File: src/rtl/uart_rx_engine.sv
// UART receive engine: start-bit detect, mid-bit sampling, parity/stop check, ready/overrun flags.
// Optional build macro RX_MAJORITY_VOTE_EN: 2-of-3 vote around each bit center (+1 clk latency).
//
// state   | meaning
// --------+-----------------------------------------------------------
// S_IDLE  | line idle, waiting for rxs = 0
// S_START | timing half a bit, then re-checking the start bit
// S_DATA  | sampling data and parity bits, one per bit period
// S_STOP  | timing one bit period, then sampling the stop bit
// S_DONE  | one cycle: publish character and error/ready flags

module uart_rx_engine #(
   parameter int CNT_W  = 19,
   parameter int DATA_W = 8
) (
   input  logic             clk,
   input  logic             reset,
   input  logic             rx_in,
   input  logic [CNT_W-1:0] baud_k,
   input  logic             eight,
   input  logic             pen,
   input  logic             ohel,
   input  logic             clr_rdy,
   output logic [7:0]       rx_data,
   output logic             rxrdy,
   output logic             perr,
   output logic             ferr,
   output logic             ovf,
   output logic             busy
);

   localparam int SH_W = DATA_W + 1;

   typedef enum logic [2:0] {
      S_IDLE,
      S_START,
      S_DATA,
      S_STOP,
      S_DONE
   } state_t;

   state_t           state_q, state_d;
   logic             sync1_q, sync1_d;
   logic             rxs_q, rxs_d;
   logic [CNT_W-1:0] cnt_q, cnt_d;
   logic [CNT_W-1:0] baud_q, baud_d;
   logic [CNT_W-1:0] half_ld;
   logic [3:0]       bit_left_q, bit_left_d;
   logic [3:0]       n_bits;
   logic [SH_W-1:0]  sh_q, sh_d;
   logic [SH_W-1:0]  sh_just;
   logic             eight_q, eight_d;
   logic             pen_q, pen_d;
   logic             ohel_q, ohel_d;
   logic             stop_q, stop_d;
   logic [7:0]       rx_data_q, rx_data_d;
   logic [7:0]       data_just;
   logic             rxrdy_q, rxrdy_d;
   logic             perr_q, perr_d;
   logic             ferr_q, ferr_d;
   logic             ovf_q, ovf_d;
   logic             tc;
   logic             bit_val;
   logic             par_bit;
   logic             perr_calc;
   logic             ld_start;
   logic             smp_start;
   logic             smp_data;
   logic             smp_stop;
   logic             in_done;

   always_comb begin
      sync1_d = rx_in;
      rxs_d   = sync1_q;
   end

   always_ff @(posedge clk or negedge reset) begin
      if (!reset) begin
         sync1_q <= 1'b1;
         rxs_q   <= 1'b1;
      end else begin
         sync1_q <= sync1_d;
         rxs_q   <= rxs_d;
      end
   end

`ifdef RX_MAJORITY_VOTE_EN
   // hist_q[0] = rxs one clk ago, hist_q[1] = two clks ago; the decision lands at center+1
   logic [1:0] hist_q, hist_d;

   always_comb hist_d = {hist_q[0], rxs_q};

   always_ff @(posedge clk or negedge reset) begin
      if (!reset) hist_q <= 2'b11;
      else        hist_q <= hist_d;
   end

   assign bit_val = (rxs_q & hist_q[0]) | (rxs_q & hist_q[1]) | (hist_q[0] & hist_q[1]);
   assign half_ld = baud_k >> 1;
`else
   assign bit_val = rxs_q;
   assign half_ld = (baud_k >> 1) - CNT_W'(1);
`endif

   assign tc = (cnt_q == '0);

   // ---------------- FSM: state register ----------------
   always_ff @(posedge clk or negedge reset) begin
      if (!reset) state_q <= S_IDLE;
      else        state_q <= state_d;
   end

   // ---------------- FSM: next state ----------------
   always_comb begin
      state_d = state_q;
      case (state_q)
         S_IDLE:  if (!rxs_q) state_d = S_START;
         S_START: if (tc) state_d = bit_val ? S_IDLE : S_DATA;
         S_DATA:  if (tc && (bit_left_q == 4'd1)) state_d = S_STOP;
         S_STOP:  if (tc) state_d = S_DONE;
         S_DONE:  state_d = S_IDLE;
         default: state_d = S_IDLE;
      endcase
   end

   // ---------------- FSM: outputs ----------------
   always_comb begin
      busy      = 1'b1;
      ld_start  = 1'b0;
      smp_start = 1'b0;
      smp_data  = 1'b0;
      smp_stop  = 1'b0;
      in_done   = 1'b0;
      case (state_q)
         S_IDLE: begin
            busy     = 1'b0;
            ld_start = ~rxs_q;
         end
         S_START: smp_start = tc;
         S_DATA:  smp_data  = tc;
         S_STOP:  smp_stop  = tc;
         S_DONE:  in_done   = 1'b1;
         default: busy      = 1'b0;
      endcase
   end

   // Bits land MSB-first in a right shifter; shift right so the first data bit sits at bit 0.
   assign n_bits    = 4'd7 + {3'b000, eight_q} + {3'b000, pen_q};
   assign sh_just   = sh_q >> (4'(SH_W) - n_bits);
   assign data_just = eight_q ? sh_just[7:0] : {1'b0, sh_just[6:0]};
   assign par_bit   = eight_q ? sh_just[8] : sh_just[7];
   assign perr_calc = pen_q & (^data_just ^ par_bit ^ ohel_q);

   always_comb begin
      cnt_d      = cnt_q;
      baud_d     = baud_q;
      eight_d    = eight_q;
      pen_d      = pen_q;
      ohel_d     = ohel_q;
      bit_left_d = bit_left_q;
      sh_d       = sh_q;
      stop_d     = stop_q;
      if (ld_start) begin
         cnt_d   = half_ld;
         baud_d  = baud_k;
         eight_d = eight;
         pen_d   = pen;
         ohel_d  = ohel;
         sh_d    = '1;
      end else if (busy && !in_done) begin
         cnt_d = tc ? (baud_q - CNT_W'(1)) : (cnt_q - CNT_W'(1));
      end
      if (smp_start) bit_left_d = n_bits;
      if (smp_data) begin
         sh_d       = {bit_val, sh_q[SH_W-1:1]};
         bit_left_d = bit_left_q - 4'd1;
      end
      if (smp_stop) stop_d = bit_val;
   end

   // A read strobe coinciding with DONE retires the previous character, so no overrun.
   always_comb begin
      rx_data_d = rx_data_q;
      rxrdy_d   = rxrdy_q;
      perr_d    = perr_q;
      ferr_d    = ferr_q;
      ovf_d     = ovf_q;
      if (clr_rdy) begin
         rxrdy_d = 1'b0;
         ovf_d   = 1'b0;
      end
      if (in_done) begin
         rx_data_d = data_just;
         perr_d    = perr_calc;
         ferr_d    = ~stop_q;
         rxrdy_d   = 1'b1;
         if (rxrdy_q && !clr_rdy) ovf_d = 1'b1;
      end
   end

   always_ff @(posedge clk or negedge reset) begin
      if (!reset) begin
         cnt_q      <= '0;
         baud_q     <= '0;
         eight_q    <= 1'b0;
         pen_q      <= 1'b0;
         ohel_q     <= 1'b0;
         bit_left_q <= '0;
         sh_q       <= '1;
         stop_q     <= 1'b0;
         rx_data_q  <= '0;
         rxrdy_q    <= 1'b0;
         perr_q     <= 1'b0;
         ferr_q     <= 1'b0;
         ovf_q      <= 1'b0;
      end else begin
         cnt_q      <= cnt_d;
         baud_q     <= baud_d;
         eight_q    <= eight_d;
         pen_q      <= pen_d;
         ohel_q     <= ohel_d;
         bit_left_q <= bit_left_d;
         sh_q       <= sh_d;
         stop_q     <= stop_d;
         rx_data_q  <= rx_data_d;
         rxrdy_q    <= rxrdy_d;
         perr_q     <= perr_d;
         ferr_q     <= ferr_d;
         ovf_q      <= ovf_d;
      end
   end

   assign rx_data = rx_data_q;
   assign rxrdy   = rxrdy_q;
   assign perr    = perr_q;
   assign ferr    = ferr_q;
   assign ovf     = ovf_q;

endmodule

File: config.mk
export PLATFORM = sky130hd
export DESIGN_NAME = uart_rx_engine
export DESIGN_NICKNAME = d
export VERILOG_FILES = /design/src/rtl/uart_rx_engine.sv
export SDC_FILE = /design/constraint.sdc
export NUM_CORES = 1
export LEC_CHECK = 0
export BUFFER_PORTS_ARGS = -buffer_cell sky130_fd_sc_hd__buf_2
export CAP_MARGIN = 25
export CORE_MARGIN = 4
export CORE_UTILIZATION = 35
export CTS_BUF_LIST = sky130_fd_sc_hd__clkbuf_4 sky130_fd_sc_hd__clkbuf_8
export DETAILED_ROUTE_END_ITERATION = 7
export PLACE_DENSITY = 0.55
export SLEW_MARGIN = 40
export SYNTH_ARGS = -nofsm -noshare
export SYNTH_HDL_FRONTEND = slang
export SYNTH_SLANG_ARGS = --single-unit
File: constraint.sdc
create_clock -name clk -period 7.5 [get_ports clk]
set_input_delay 0.75 -clock clk [delete_from_list [all_inputs] [get_ports clk]]
set_output_delay 0.75 -clock clk [all_outputs]
set_load 0.03 [all_outputs]
# Word-level counts from Yosys, hierarchy flattened
# Index checks and enable logic that the tools add are counted.
dict set report classes {
  add_sub_neg 7
  eq_ne 9
  shift 1
  mux 26
  bitwise_logic 5
  reduce_logical 14
}
# cell count
set ops {}
lappend ops {{two-way mux 19 bit} 3}
lappend ops {{subtractor 19 x 1 -> 19 bit, second input constant} 2}
lappend ops {{logical NOT 19 bit} 1}
lappend ops {{subtractor 18 x 1 -> 19 bit, second input constant} 1}
lappend ops {{two-way mux 9 bit} 2}
lappend ops {{two-way mux 1 bit} 12}
lappend ops {{two-way mux 3 bit} 4}
lappend ops {{case mux 3 bit (4 select lines)} 1}
lappend ops {{right shift 9 x 4 -> 9 bit} 1}
lappend ops {{two-way mux 4 bit} 2}
lappend ops {{two-way mux 8 bit} 1}
lappend ops {{inequality test 2 bit, second input constant} 4}
lappend ops {{nonzero test 2 bit} 4}
lappend ops {{parity 8 bit} 1}
lappend ops {{== test 3 x 2 -> 1 bit, second input constant} 2}
lappend ops {{adder 3 x 1 -> 4 bit, first input constant} 1}
lappend ops {{adder 4 x 1 -> 4 bit} 1}
lappend ops {{== test 4 x 1 -> 1 bit, second input constant} 1}
lappend ops {{AND reduction 4 bit} 1}
lappend ops {{OR reduction 4 bit} 1}
lappend ops {{subtractor 4 x 1 -> 4 bit, second input constant} 1}
lappend ops {{subtractor 4 bit, first input constant} 1}
lappend ops {{== test 3 x 1 -> 1 bit, second input constant} 1}
lappend ops {{== test 3 bit, second input constant} 1}
lappend ops {{7 further kinds} 12}
dict set report word_totals {
  ff_bits 72
  in_bits 26
  out_inout_bits 13
  elab_cells 78
}

# Logic depth before layout (Yosys ltp)
dict set report logic_depth {
  ltp_word 9
  mapped_depth 13
  ltp_nobuf 11
}

# Worst setup path before layout
# No wires, ideal clock.
dict set report synth_path {
  path_kind {register to register}
  startpoint {register state_q[0]}
  endpoint {register cnt_q[14]}
  setup_time_ns 0.082
  arrival_time_ns 3.739
  required_time_ns 7.418
  setup_slack_ns 3.679
  stages_incl_launch_ff 14
  n_path_buf 5
  synth_period_minus_slack_ns 3.821
  path_cell_list {dfrtp_1 > buf_6 > nor4_4 > clkbuf_1 > clkbuf_1 > clkbuf_1 > buf_1 > o21a_1 > ha_1 > nor3b_1 > a22oi_1 > nand4b_2 > or4_1 > a31oi_1}
}
dict set report synth_between {
  elab_chain_cells 5
  word_cells_on_any_way 13
  classes_between {4 x eq/ne; 4 x mux; 5 x reduce/logical}
}
# element line_no
set synth_lines {}
lappend synth_lines {{start, declared} 42} ;# state_t state_q, state_d;
lappend synth_lines {{start signal, assigned} 110} ;# else state_q <= state_d;
lappend synth_lines {{== test 3 x 2 -> 1 bit, or another cell as far along} 134} ;# case (state_q)
lappend synth_lines {{OR reduction 4 bit (no source line) or two-way mux 1 bit (tied branches)} --}
lappend synth_lines {{two-way mux 1 bit or logical NOT 1 bit (tied branches)} {134, 170}}
lappend synth_lines {{logical AND 1 bit} 170} ;# end else if (busy && !in_done) begin
lappend synth_lines {{nonzero test 2 bit (no source line)} --}
lappend synth_lines {{end signal, assigned} 217} ;# cnt_q <= cnt_d;
lappend synth_lines {{end, declared} 45} ;# logic [CNT_W-1:0] cnt_q, cnt_d;
# Several ways; a longest one is shown, not always the timed one.
# A chain may end at the register's enable or synchronous reset.

# Final worst setup path
# Ends and elaborated chain as after synthesis.

==> run_results.csv <==
group,metric,value,unit
sta,fin_setup_tns,0,ns
grt,grt_pass1_vias,3198,
grt,grt_antenna_before_repair,0,
layout,num-fill-cells,1126,
drt,ant_nets,0,
die,placeableCoreArea,11100,sq um
job,cap_violations,0,
sta,max_slew_margin,48.5,%
logic_synthesis,async_flop_share,100,%
critical_path,crit_chain,"nor4_4 -> buf_4 -> o21a_1 -> ha_1 -> nor3b_1 -> a22oi_1 -> nand4b_2 -> or4_1 -> a31oi_1",
sta,worst_slack,3.72,ns
logic_synthesis,synth_edf_count,0,
sta,max_freq,265,MHz
critical_path,cp.arrival,4.06,ns
die,rows,38,
logic_synthesis,syn_inst,455,
die,die_h,115,um
layout,mostFrequentLayoutCells,"nand2_1 (97), dfrtp_1 (61), nor2_1 (50)",
grt,grt_pass1_wl,15900,um
clock_network,ctsHoldBuffers,0,
layout,drive_gt1_share,18.9,%
placed_design,dp_hpwl,6780,um
die,start_util,36.4,%
grt,track_usage,15.3,%
layout,finalNonFillerCells,632,
placed_design,portBuffers,38,
drt,avgViaCountPerCell,5.22,
die,die_w,115,um
clock_network,clk_pin_slew,0.08,ns
sta,rsz0062_at_grt,"no",
critical_path,crit_path_top_delay_cell,"nor4_4",
grt,grt_max_degree,73,
logic_synthesis,yosys_most_used_dff,"dfrtp_1",
critical_path,worstPathMaxFanout,38,
drt,firstDrtPassIters,4,
pwr,cellPowerDensity,221,nW/um^2
drt,drc_errors,0,
clock_network,ctsResizeCount,0,
placed_design,preCtsSetupSlack,3.72,ns
placed_design,place_inst,616,
sta,min_period,3.78,ns
layout,nets,517,
layout,mostFrequentLayoutCell,"nand2_1",
sta,tightest_slew,0.767,ns
clock_network,clock-root-buffer,"clkbuf_8",
worst_hold_path,hold_class,"reg2reg",
logic_synthesis,ys_types,56,
clock_network,cts_buffer_depth,2,
clock_network,numCtsBuffers,9,
layout,diodes,0,
drt,drt-initial-drc-count,136,
sta,fin_skew,0.00918,ns
logic_synthesis,ys.warnings.count,0,
clock_network,tritoncts,"yes",
clock_network,cts_max_level,3,
outcome,outcome,"completed",
die,ios,39,
placed_design,gp_congestion,0.854,
clock_network,clk_latency,0.36,ns
layout,area_growth,13.3,%
die,dieArea,13300,sq um
sta,drv_slew,0,
pwr,ir_drop,0.112,mV
drt,wire_per_inst,15.1,um
logic_synthesis,avgSynthCellArea,8.86,sq um
pwr,p_leak,1.97,nW
logic_synthesis,ys_seq_elements,72,
critical_path,critPathBufInv,1,
critical_path,path_delay_family,"simple AND/OR/NAND/NOR gates",
clock_network,post-cts-setup-buffers,0,
logic_synthesis,syn_nets,485,
critical_path,crit_path_start_kind,"flip-flop",
drt,dr_total_vias,3297,
sta,finalHoldViolations,0,
critical_path,cp.required,7.78,ns
sta,final-setup-viol-count,0,
logic_synthesis,syn-cell-area,4030,sq um
clock_network,clock-sinks,72,
critical_path,critical_path_class,"reg2reg",
logic_synthesis,yosysSeqAreaShare,45.0,%
sta,period_share,50.4,%
grt,overflow,0,
critical_path,cp-end-kind,"flip-flop",
drt,wl,9540,um
critical_path,crit_path_max_incr_delay,0.74,ns
## final cells by class
type                            instances  area (sq um)  area share (%)
Sequential cell                        72          1820            39.7
Multi-Input combinational cell        356          2090            45.7
Clock buffer                            9           124            2.71
Clock inverter                          7           119            2.60
Inverter                                6          22.5           0.493
Timing Repair Buffer                   42           224            4.90
Tap cell                              140           175            3.83
## per-stage QoR
step	power (mW)	util [%]	cell area [sq um]	hold slack [ns]
finish	1.01	41.2	4570	0.382
global route	1.07	41.2	4570	0.383
CTS	1.03	41.2	4570	0.381
detailed placement	0.641	39.0	4330	0.364
global placement	0.637	39.0	4320	0.377
floorplan	0.586	-	4030	0.345
## cells in the mapped netlist, types with 3 or more instances
master	number	area (sq um)
mux2_2	12	135
nand3_1	5	25.0
o21a_1	4	30.0
o211ai_1	3	22.5
nor3_1	14	70.1
xnor2_1	13	114
xor2_1	5	43.8
o31ai_1	4	30.0
dfstp_2	11	289
or3_1	4	25.0
a31oi_1	9	56.3
a21o_1	5	37.5
a21oi_1	26	130
o22ai_1	3	18.8
nand2_1	97	364
or4_1	3	22.5
inv_1	6	22.5
o21ai_0	32	160
nor2_1	50	188
clkbuf_1	15	56.3
dfrtp_1	61	1530
nor4_1	6	37.5
ha_1	4	50.1
nand2b_1	3	18.8
mux2i_1	15	150
and2_1	4	25.0
nor3b_1	3	22.5
## sequential cells by signal, summed over array words and instances (netlist names)
register    count
pen_q           1
ovf             1
perr            1
cnt_q          19
bit_val         1
state_q         3
sh_q            9
eight_q         1
rxs_d           1
ferr            1
stop_q          1
rx_data         8
rxrdy           1
baud_q         19
bit_left_q      4
ohel_q          1
## power by group
group | switching (mW) | internal, mW | total, mW
clock | 0.155 | 0.221 | 0.377
sequential | 0.0442 | 0.424 | 0.468
combinational | 0.0898 | 0.0762 | 0.166
## path summary, 6_finish.rpt
check	start	to	slack [ns]	depth (start not counted)
min in group asynchronous	reset	rx_data[1]	0.50	2
hold / removal	rxs_d	bit_val	0.38	0
hold reg to reg	rxs_d	bit_val	0.38	0
max in group asynchronous	reset	cnt_q[3]	6.54	2
setup / recovery	state_q[0]	cnt_q[14]	3.72	9
setup reg to reg	state_q[0]	cnt_q[14]	3.72	9
## kinds of logic (layout without fill, tap and decap cells)
kind of cell             after synthesis  after routing  share of synthesized area [%]
AND/OR/NAND/NOR                      203            203                           23.1
AO/OA/AOI/OAI                        103            103                           15.9
flip-flops                            72             72                           45.0
multiplexers                          28             28                           7.63
buffers and inverters                 27             64                           3.20
XOR/XNOR                              18             18                           3.91
adder cells (fa/ha/maj)                4              4                           1.24
## routing by layer
layer | GRT usage [%] | share of wire, % | up-vias
li1 | - | - | 1664
met1 | 20.5 | 48 | 1563
met2 | 23.5 | 46 | 54
met3 | 3.95 | 3.8 | 16
met4 | 6.34 | 2.2 | 0
met5 | 0 | 0 | -
(Power assumes the default switching activity.)
